**config.mk**
```make
export PLATFORM = sky130hd
export DESIGN_NAME = stipple_stage
export DESIGN_NICKNAME = d
export VERILOG_FILES = /design/src/rtl/stipple_pkg.sv /design/src/rtl/stipple_pattern_buf.sv /design/src/rtl/stipple_stage.sv
export SDC_FILE = /design/constraint.sdc
export NUM_CORES = 1
export LEC_CHECK = 0
export CAP_MARGIN = 25
export CORE_MARGIN = 2
export CORE_UTILIZATION = 35
export DETAILED_ROUTE_END_ITERATION = 10
export PLACE_DENSITY = 0.7
export SLEW_MARGIN = 20
export SYNTH_ARGS = -nofsm -noshare
export SYNTH_HDL_FRONTEND = slang
export SYNTH_HIERARCHICAL = 1
export SYNTH_SLANG_ARGS = --single-unit
```
**constraint.sdc**
```tcl
create_clock -name clk -period 3.5 [get_ports clk]
set_input_delay 0.35 -clock clk [delete_from_list [all_inputs] [get_ports clk]]
set_output_delay 0.35 -clock clk [all_outputs]
set_load 0.02 [all_outputs]
```
**src/rtl/stipple_pkg.sv**
```systemverilog
// Shared sizing helpers and the live-control bundle for the stipple stage.
// Sized for the largest supported pattern (PAT_LOG2 = 4).
package stipple_pkg;

   localparam int PAT_LOG2_MAX = 4;
   localparam int CFG_WORD_W   = 64;

   function automatic int pat_bits(input int plog2);
      return 1 << (2 * plog2);
   endfunction

   function automatic int pat_words(input int plog2);
      return (pat_bits(plog2) > CFG_WORD_W) ? pat_bits(plog2) / CFG_WORD_W : 1;
   endfunction

   function automatic int widx_w(input int plog2);
      return (2 * plog2 - 6 > 1) ? 2 * plog2 - 6 : 1;
   endfunction

   typedef struct packed {
      logic                    stipple_en;
      logic                    invert;
      logic [PAT_LOG2_MAX-1:0] off_x;
      logic [PAT_LOG2_MAX-1:0] off_y;
   } stipple_cfg_t;

endpackage

```
**src/rtl/stipple_pattern_buf.sv**
```systemverilog
// Double-buffered stipple pattern: 64-bit word writes into the shadow copy,
// frame-start commit into the active copy, combinational single-bit read.
module stipple_pattern_buf
   import stipple_pkg::*;
#(
   parameter  int PAT_LOG2  = 3,
   localparam int PAT_WORDS = pat_words(PAT_LOG2),
   localparam int WIDX_W    = widx_w(PAT_LOG2),
   localparam int IDX_W     = 2 * PAT_LOG2
) (
   input  logic                  clk,
   input  logic                  rst,
   input  logic                  cfg_wr_en,
   input  logic [WIDX_W-1:0]     cfg_wr_idx,
   input  logic [CFG_WORD_W-1:0] cfg_wr_data,
   input  logic                  frame_start,
   input  logic [IDX_W-1:0]      rd_idx,
   output logic                  rd_bit
);

   logic [PAT_WORDS-1:0][CFG_WORD_W-1:0] shadow_q;
   logic [PAT_WORDS-1:0][CFG_WORD_W-1:0] shadow_d;
   logic [PAT_WORDS-1:0][CFG_WORD_W-1:0] active_q;
   logic [PAT_WORDS*CFG_WORD_W-1:0]      active_flat;

   // With a single word the index is irrelevant and every write lands in word 0.
   generate
      for (genvar gi = 0; gi < PAT_WORDS; gi++) begin : g_word
         logic wr_hit;
         assign wr_hit       = cfg_wr_en && ((PAT_WORDS == 1) || (cfg_wr_idx == WIDX_W'(gi)));
         assign shadow_d[gi] = wr_hit ? cfg_wr_data : shadow_q[gi];
      end
   endgenerate

   // Commit copies shadow_d so a same-cycle write is included (write-through).
   always_ff @(posedge clk or posedge rst) begin
      if (rst) begin
         shadow_q <= '1;
         active_q <= '1;
      end else begin
         shadow_q <= shadow_d;
         if (frame_start) begin
            active_q <= shadow_d;
         end
      end
   end

   assign active_flat = active_q;
   assign rd_bit      = active_flat[rd_idx];

endmodule

```
**src/rtl/stipple_stage.sv**
```systemverilog
// Stipple test stage: scrolled pattern lookup, discard, one-deep output register
// with valid/ready handshake. Define STIPPLE_STATS_EN for saturating discard statistics.
module stipple_stage
   import stipple_pkg::*;
#(
   parameter  int PAT_LOG2  = 3,
   parameter  int COORD_W   = 10,
   parameter  int PAYLOAD_W = 64,
   localparam int WIDX_W    = widx_w(PAT_LOG2)
) (
   input  logic                  clk,
   input  logic                  rst,
   input  logic                  cfg_wr_en,
   input  logic [WIDX_W-1:0]     cfg_wr_idx,
   input  logic [CFG_WORD_W-1:0] cfg_wr_data,
   input  logic                  frame_start,
   input  logic                  stipple_en,
   input  logic                  invert,
   input  logic [PAT_LOG2-1:0]   off_x,
   input  logic [PAT_LOG2-1:0]   off_y,
   input  logic                  in_valid,
   output logic                  in_ready,
   input  logic [COORD_W-1:0]    in_x,
   input  logic [COORD_W-1:0]    in_y,
   input  logic [PAYLOAD_W-1:0]  in_payload,
   output logic                  out_valid,
   input  logic                  out_ready,
   output logic [COORD_W-1:0]    out_x,
   output logic [COORD_W-1:0]    out_y,
   output logic [PAYLOAD_W-1:0]  out_payload
`ifdef STIPPLE_STATS_EN
   ,
   input  logic                  stat_clear,
   output logic [31:0]           stat_tested,
   output logic [31:0]           stat_discards
`endif
);

   stipple_cfg_t          cfg;
   logic [PAT_LOG2-1:0]   px;
   logic [PAT_LOG2-1:0]   py;
   logic                  pat_bit;
   logic                  discard;
   logic                  accept;
   logic                  load;

   logic                  valid_q, valid_d;
   logic [COORD_W-1:0]    x_q, x_d;
   logic [COORD_W-1:0]    y_q, y_d;
   logic [PAYLOAD_W-1:0]  payload_q, payload_d;

   assign cfg.stipple_en = stipple_en;
   assign cfg.invert     = invert;
   assign cfg.off_x      = PAT_LOG2_MAX'(off_x);
   assign cfg.off_y      = PAT_LOG2_MAX'(off_y);

   // Scroll additions wrap inside the pattern side; the carry is dropped.
   assign px = in_x[PAT_LOG2-1:0] + cfg.off_x[PAT_LOG2-1:0];
   assign py = in_y[PAT_LOG2-1:0] + cfg.off_y[PAT_LOG2-1:0];

   stipple_pattern_buf #(
      .PAT_LOG2 (PAT_LOG2)
   ) u_pattern_buf (
      .clk         (clk),
      .rst         (rst),
      .cfg_wr_en   (cfg_wr_en),
      .cfg_wr_idx  (cfg_wr_idx),
      .cfg_wr_data (cfg_wr_data),
      .frame_start (frame_start),
      .rd_idx      ({py, px}),
      .rd_bit      (pat_bit)
   );

   assign discard  = cfg.stipple_en && (pat_bit == cfg.invert);
   assign in_ready = ~valid_q | out_ready;
   assign accept   = in_valid & in_ready;
   assign load     = accept & ~discard;

   always_comb begin
      valid_d   = valid_q;
      x_d       = x_q;
      y_d       = y_q;
      payload_d = payload_q;
      if (load) begin
         valid_d   = 1'b1;
         x_d       = in_x;
         y_d       = in_y;
         payload_d = in_payload;
      end else if (out_ready) begin
         valid_d   = 1'b0;
      end
   end

   always_ff @(posedge clk or posedge rst) begin
      if (rst) begin
         valid_q   <= 1'b0;
         x_q       <= '0;
         y_q       <= '0;
         payload_q <= '0;
      end else begin
         valid_q   <= valid_d;
         x_q       <= x_d;
         y_q       <= y_d;
         payload_q <= payload_d;
      end
   end

   assign out_valid   = valid_q;
   assign out_x       = x_q;
   assign out_y       = y_q;
   assign out_payload = payload_q;

`ifdef STIPPLE_STATS_EN
   logic [31:0] tested_q, tested_d;
   logic [31:0] disc_q, disc_d;

   // Clear wins over a same-cycle increment; both counters saturate.
   always_comb begin
      tested_d = tested_q;
      disc_d   = disc_q;
      if (stat_clear) begin
         tested_d = '0;
         disc_d   = '0;
      end else begin
         if (accept && cfg.stipple_en && (tested_q != '1)) begin
            tested_d = tested_q + 32'd1;
         end
         if (accept && discard && (disc_q != '1)) begin
            disc_d = disc_q + 32'd1;
         end
      end
   end

   always_ff @(posedge clk or posedge rst) begin
      if (rst) begin
         tested_q <= '0;
         disc_q   <= '0;
      end else begin
         tested_q <= tested_d;
         disc_q   <= disc_d;
      end
   end

   assign stat_tested   = tested_q;
   assign stat_discards = disc_q;
`endif

endmodule

```
==> metrics.txt <==
Primary FF master, synth dfstp_2; r2r setup slk roughly 360 ps; max_cap viols 0; HPWL Detailed ~16 mm; Die Ht 161.7 microns; Max Root-Sink Buffers 3; vias in the first global route 5759; H-tree depth 1; Final Hold Fails 0; Rel. slew slack 42.55%; most frequent CP cell buf_12; critical path's top delay family buffers and inverters; internal power 6.041 mW; status finished, final reports clean; Via Count 5333; fillers 2057; leak pwr 5.181 nW; initial antenna violation count 1; total iterations of the first detailed-routing run 4; Multi-input gate area 0.003123 sq mm; critical path, cell by cell clkdlybuf4s50_1 > ha_2 > fa_2 > mux4_2 > nand2b_4 > a32o_2 > xnor2_2 > a211oi_4 > buf_4 > buf_6 > buf_16 > buf_12 > buf_12 > mux2_2; Syn Inst Count 507; crit path buf inv count 6; worst-path fanout max 5; # DRC 0; first-pass GRT wire length 33.64 mm; Slew @ Worst Pin 861.8 ps; PD cells 653.3 mW/mm^2; synth warn 6; hold slack 111.2 ps; Final min period between 3000 and 4000 ps; sw power 2.415 mW; Crit Path Class in -> reg; Synth Cell Area roughly 0.0087 sq mm; row count 57; synthesized area per cell approximately 17 sq um; Reg clk slew, reported paths 60 ps; Tot GR Track Use 16.49%; CP Capture Type register; FF-to-FF path depth 12; Detailed Route Iter0 Violations 255; HP Class in -> reg; Seq pwr share between 40% and 50%; CP Data Required Time 3890 ps; flops & latches, synth 213; total grt overflow 0; post-synthesis cell type count 28; synth top area cells dfstp_2, dfrtp_1, mux2_2; Clk pwr share 28.8%; VDD IR-drop max roughly 0.34 mV; fin. max-slew vios 0; CTS tree yes; leading post-synthesis cells by instance count mux2_2, dfstp_2, dfrtp_1; post-DR vias/cell 4.645; pin count of the biggest net entering global routing 71; DP Worst Slack -806.3 ps; sequential share of the synthesized area 63.10%; gpl congestion 0.7781; clock buffer count from CTS 25; Root Driver clkbuf_16; layout cells sized above 1 49.70%; Port Buf Inserts 247; DIE AREA 0.02614 sq mm; Slowest cell on crit path fa_2; Combinational Power Share 31.0%; Hold Path Depth 2; Synth area leader dfstp_2; setup violators final 0; crit path launch type primary input; Sequential cell area roughly 0.0055 sq mm; most common cell in the netlist mux2_2; area share of the largest cell type after synthesis roughly 39%; worst setup margin 77.09 ps; DRT Wirelength 21.58 mm; Worst Path Arrival 3810 ps; Sw Ratio 28.56%; worst-skew pair later-pin latency ~520 ps; Sink Count between 200 and 250; Levels on crit path 14; Mapped Nets a little under 700; Synth-to-Final Area Change 48.76%; EDFF count, synth 0; CP peak stage delay 570 ps; Die X roughly 160 microns; nets@finish 971; I/O pins between 200 and 250; Peak Freq 0.2921 GHz; Core Box Area between 0.02 and 0.025 sq mm; Final ANT Viol Nets 0; Initial Utilization 35.67%; asr flop ratio synth 100.0%; per-cell routed wire length 18.80 microns; final worst path period share a little over nine tenths; skew final 16.31 ps
[registers in the layout (all words and copies together), names as in the netlist]
register and flops:
out_valid 1, out_y 10, u_pattern_buf/active_flat 64, out_payload 64, u_pattern_buf/shadow_q 64, out_x 10
[final cells by class]
type	instances	area share, %
tap	324	3.132
sequential	213	42.42
clock inverter	11	0.5317
timing repair buffer	297	24.00
clock buffer	35	5.510
multi-input combinational	259	24.13
inverter	8	0.2610
antenna	1	0.01933
[routing by layer]
layer	up-vias	wire length, microns	track usage [%]
met5	-	0	0
met4	0	729	5.953
met3	52	909	2.911
met2	126	10740	27.06
met1	2731	9203	22.13
li1	2424	-	-
[power groups by stage]
| stage | Combinational, mW | Sequential [mW] | Clock (mW) |
|---|---|---|---|
| 2_1_floorplan | 0.809 | 3.80 | 0 |
| 3_3_place_gp | 2.46 | 3.40 | 0 |
| 3_5_place_dp | 2.49 | 3.42 | 0 |
| 4_1_cts | 2.66 | 3.40 | 2.53 |
| 5_1_grt | 2.77 | 3.46 | 2.65 |
| 6_report | 2.62 | 3.39 | 2.44 |
[logic make-up (layout without fill, tap and decap cells)]
logic type	after synthesis	after routing	synth area share [%]
AOI/OAI and AO/OA	9	9	0.8197
xor gates and xnor gates	5	5	0.5033
adders and majority gates	4	4	0.7477
buffers and inverters	35	351	1.941
DFF	213	213	63.10
muxes	231	231	32.24
other	0	1	0
and+or+nand+nor	10	10	0.6472
[cells in the final DEF (no fill, tap or decap), types with 3 or more instances in the layout]
master,Yosys,layout
mux2_1,60,54
clkbuf_1,15,5
clkbuf_16,0,25
buf_16,0,3
mux4_2,13,13
buf_4,7,28
mux2_4,0,6
nor2b_1,4,4
buf_6,1,3
a22oi_1,4,4
buf_2,3,4
clkdlybuf4s50_1,0,240
dfrtp_1,85,85
clkinv_2,0,8
dfstp_2,128,128
clkbuf_8,0,5
mux2_2,152,152
buf_12,0,14
mux4_1,4,4
inv_1,8,4
[worst register-to-register path: cells and delay by family (launching register included)]
family	cells	cell delay, ps
multiplexers	3	1260
buffers and inverters	5	560
AO/OA/AOI/OAI	2	510
flip-flops	1	370
XOR/XNOR	1	160
AND/OR/NAND/NOR	1	150
[what timing repair did]
item                       CTS  global route
setup buffers               10             0
gates cloned                 4             0
pin swaps                    6             5
hold endpoints to repair     0             0
hold buffers                 0             0
resized for setup           32             4
setup endpoints to repair   84            41
[final timing paths]
| check | end | from |
|---|---|---|
| max | out_x[7] | in_y[0] |
| min | out_x[0] | in_x[0] |
| max reg2reg | out_x[7] | u_pattern_buf/active_flat[46] |
| min reg2reg | out_payload[54] | out_payload[54] |
| max in group asynchronous | u_pattern_buf/active_flat[33] | rst |
| min in group asynchronous | out_payload[49] | rst |
[through the flow]
step / cells / setup TNS [ps] / utilization [%] / power [mW] / area [sq um]
after floorplan: 507 / 0 / - / 4.610 / 8738
after global placement: 1087 / -54720 / 48.62 / 5.861 / 11860
after detailed placement: 1087 / -63890 / 48.62 / 5.913 / 11860
after CTS: 1147 / 0 / 53.01 / 8.585 / 12930
after global routing: 1147 / -0.9650 / 53.06 / 8.882 / 12940
final: 1148 / 0 / 53.07 / 8.456 / 12940
No activity file was read; power rests on OpenSTA's default activity.
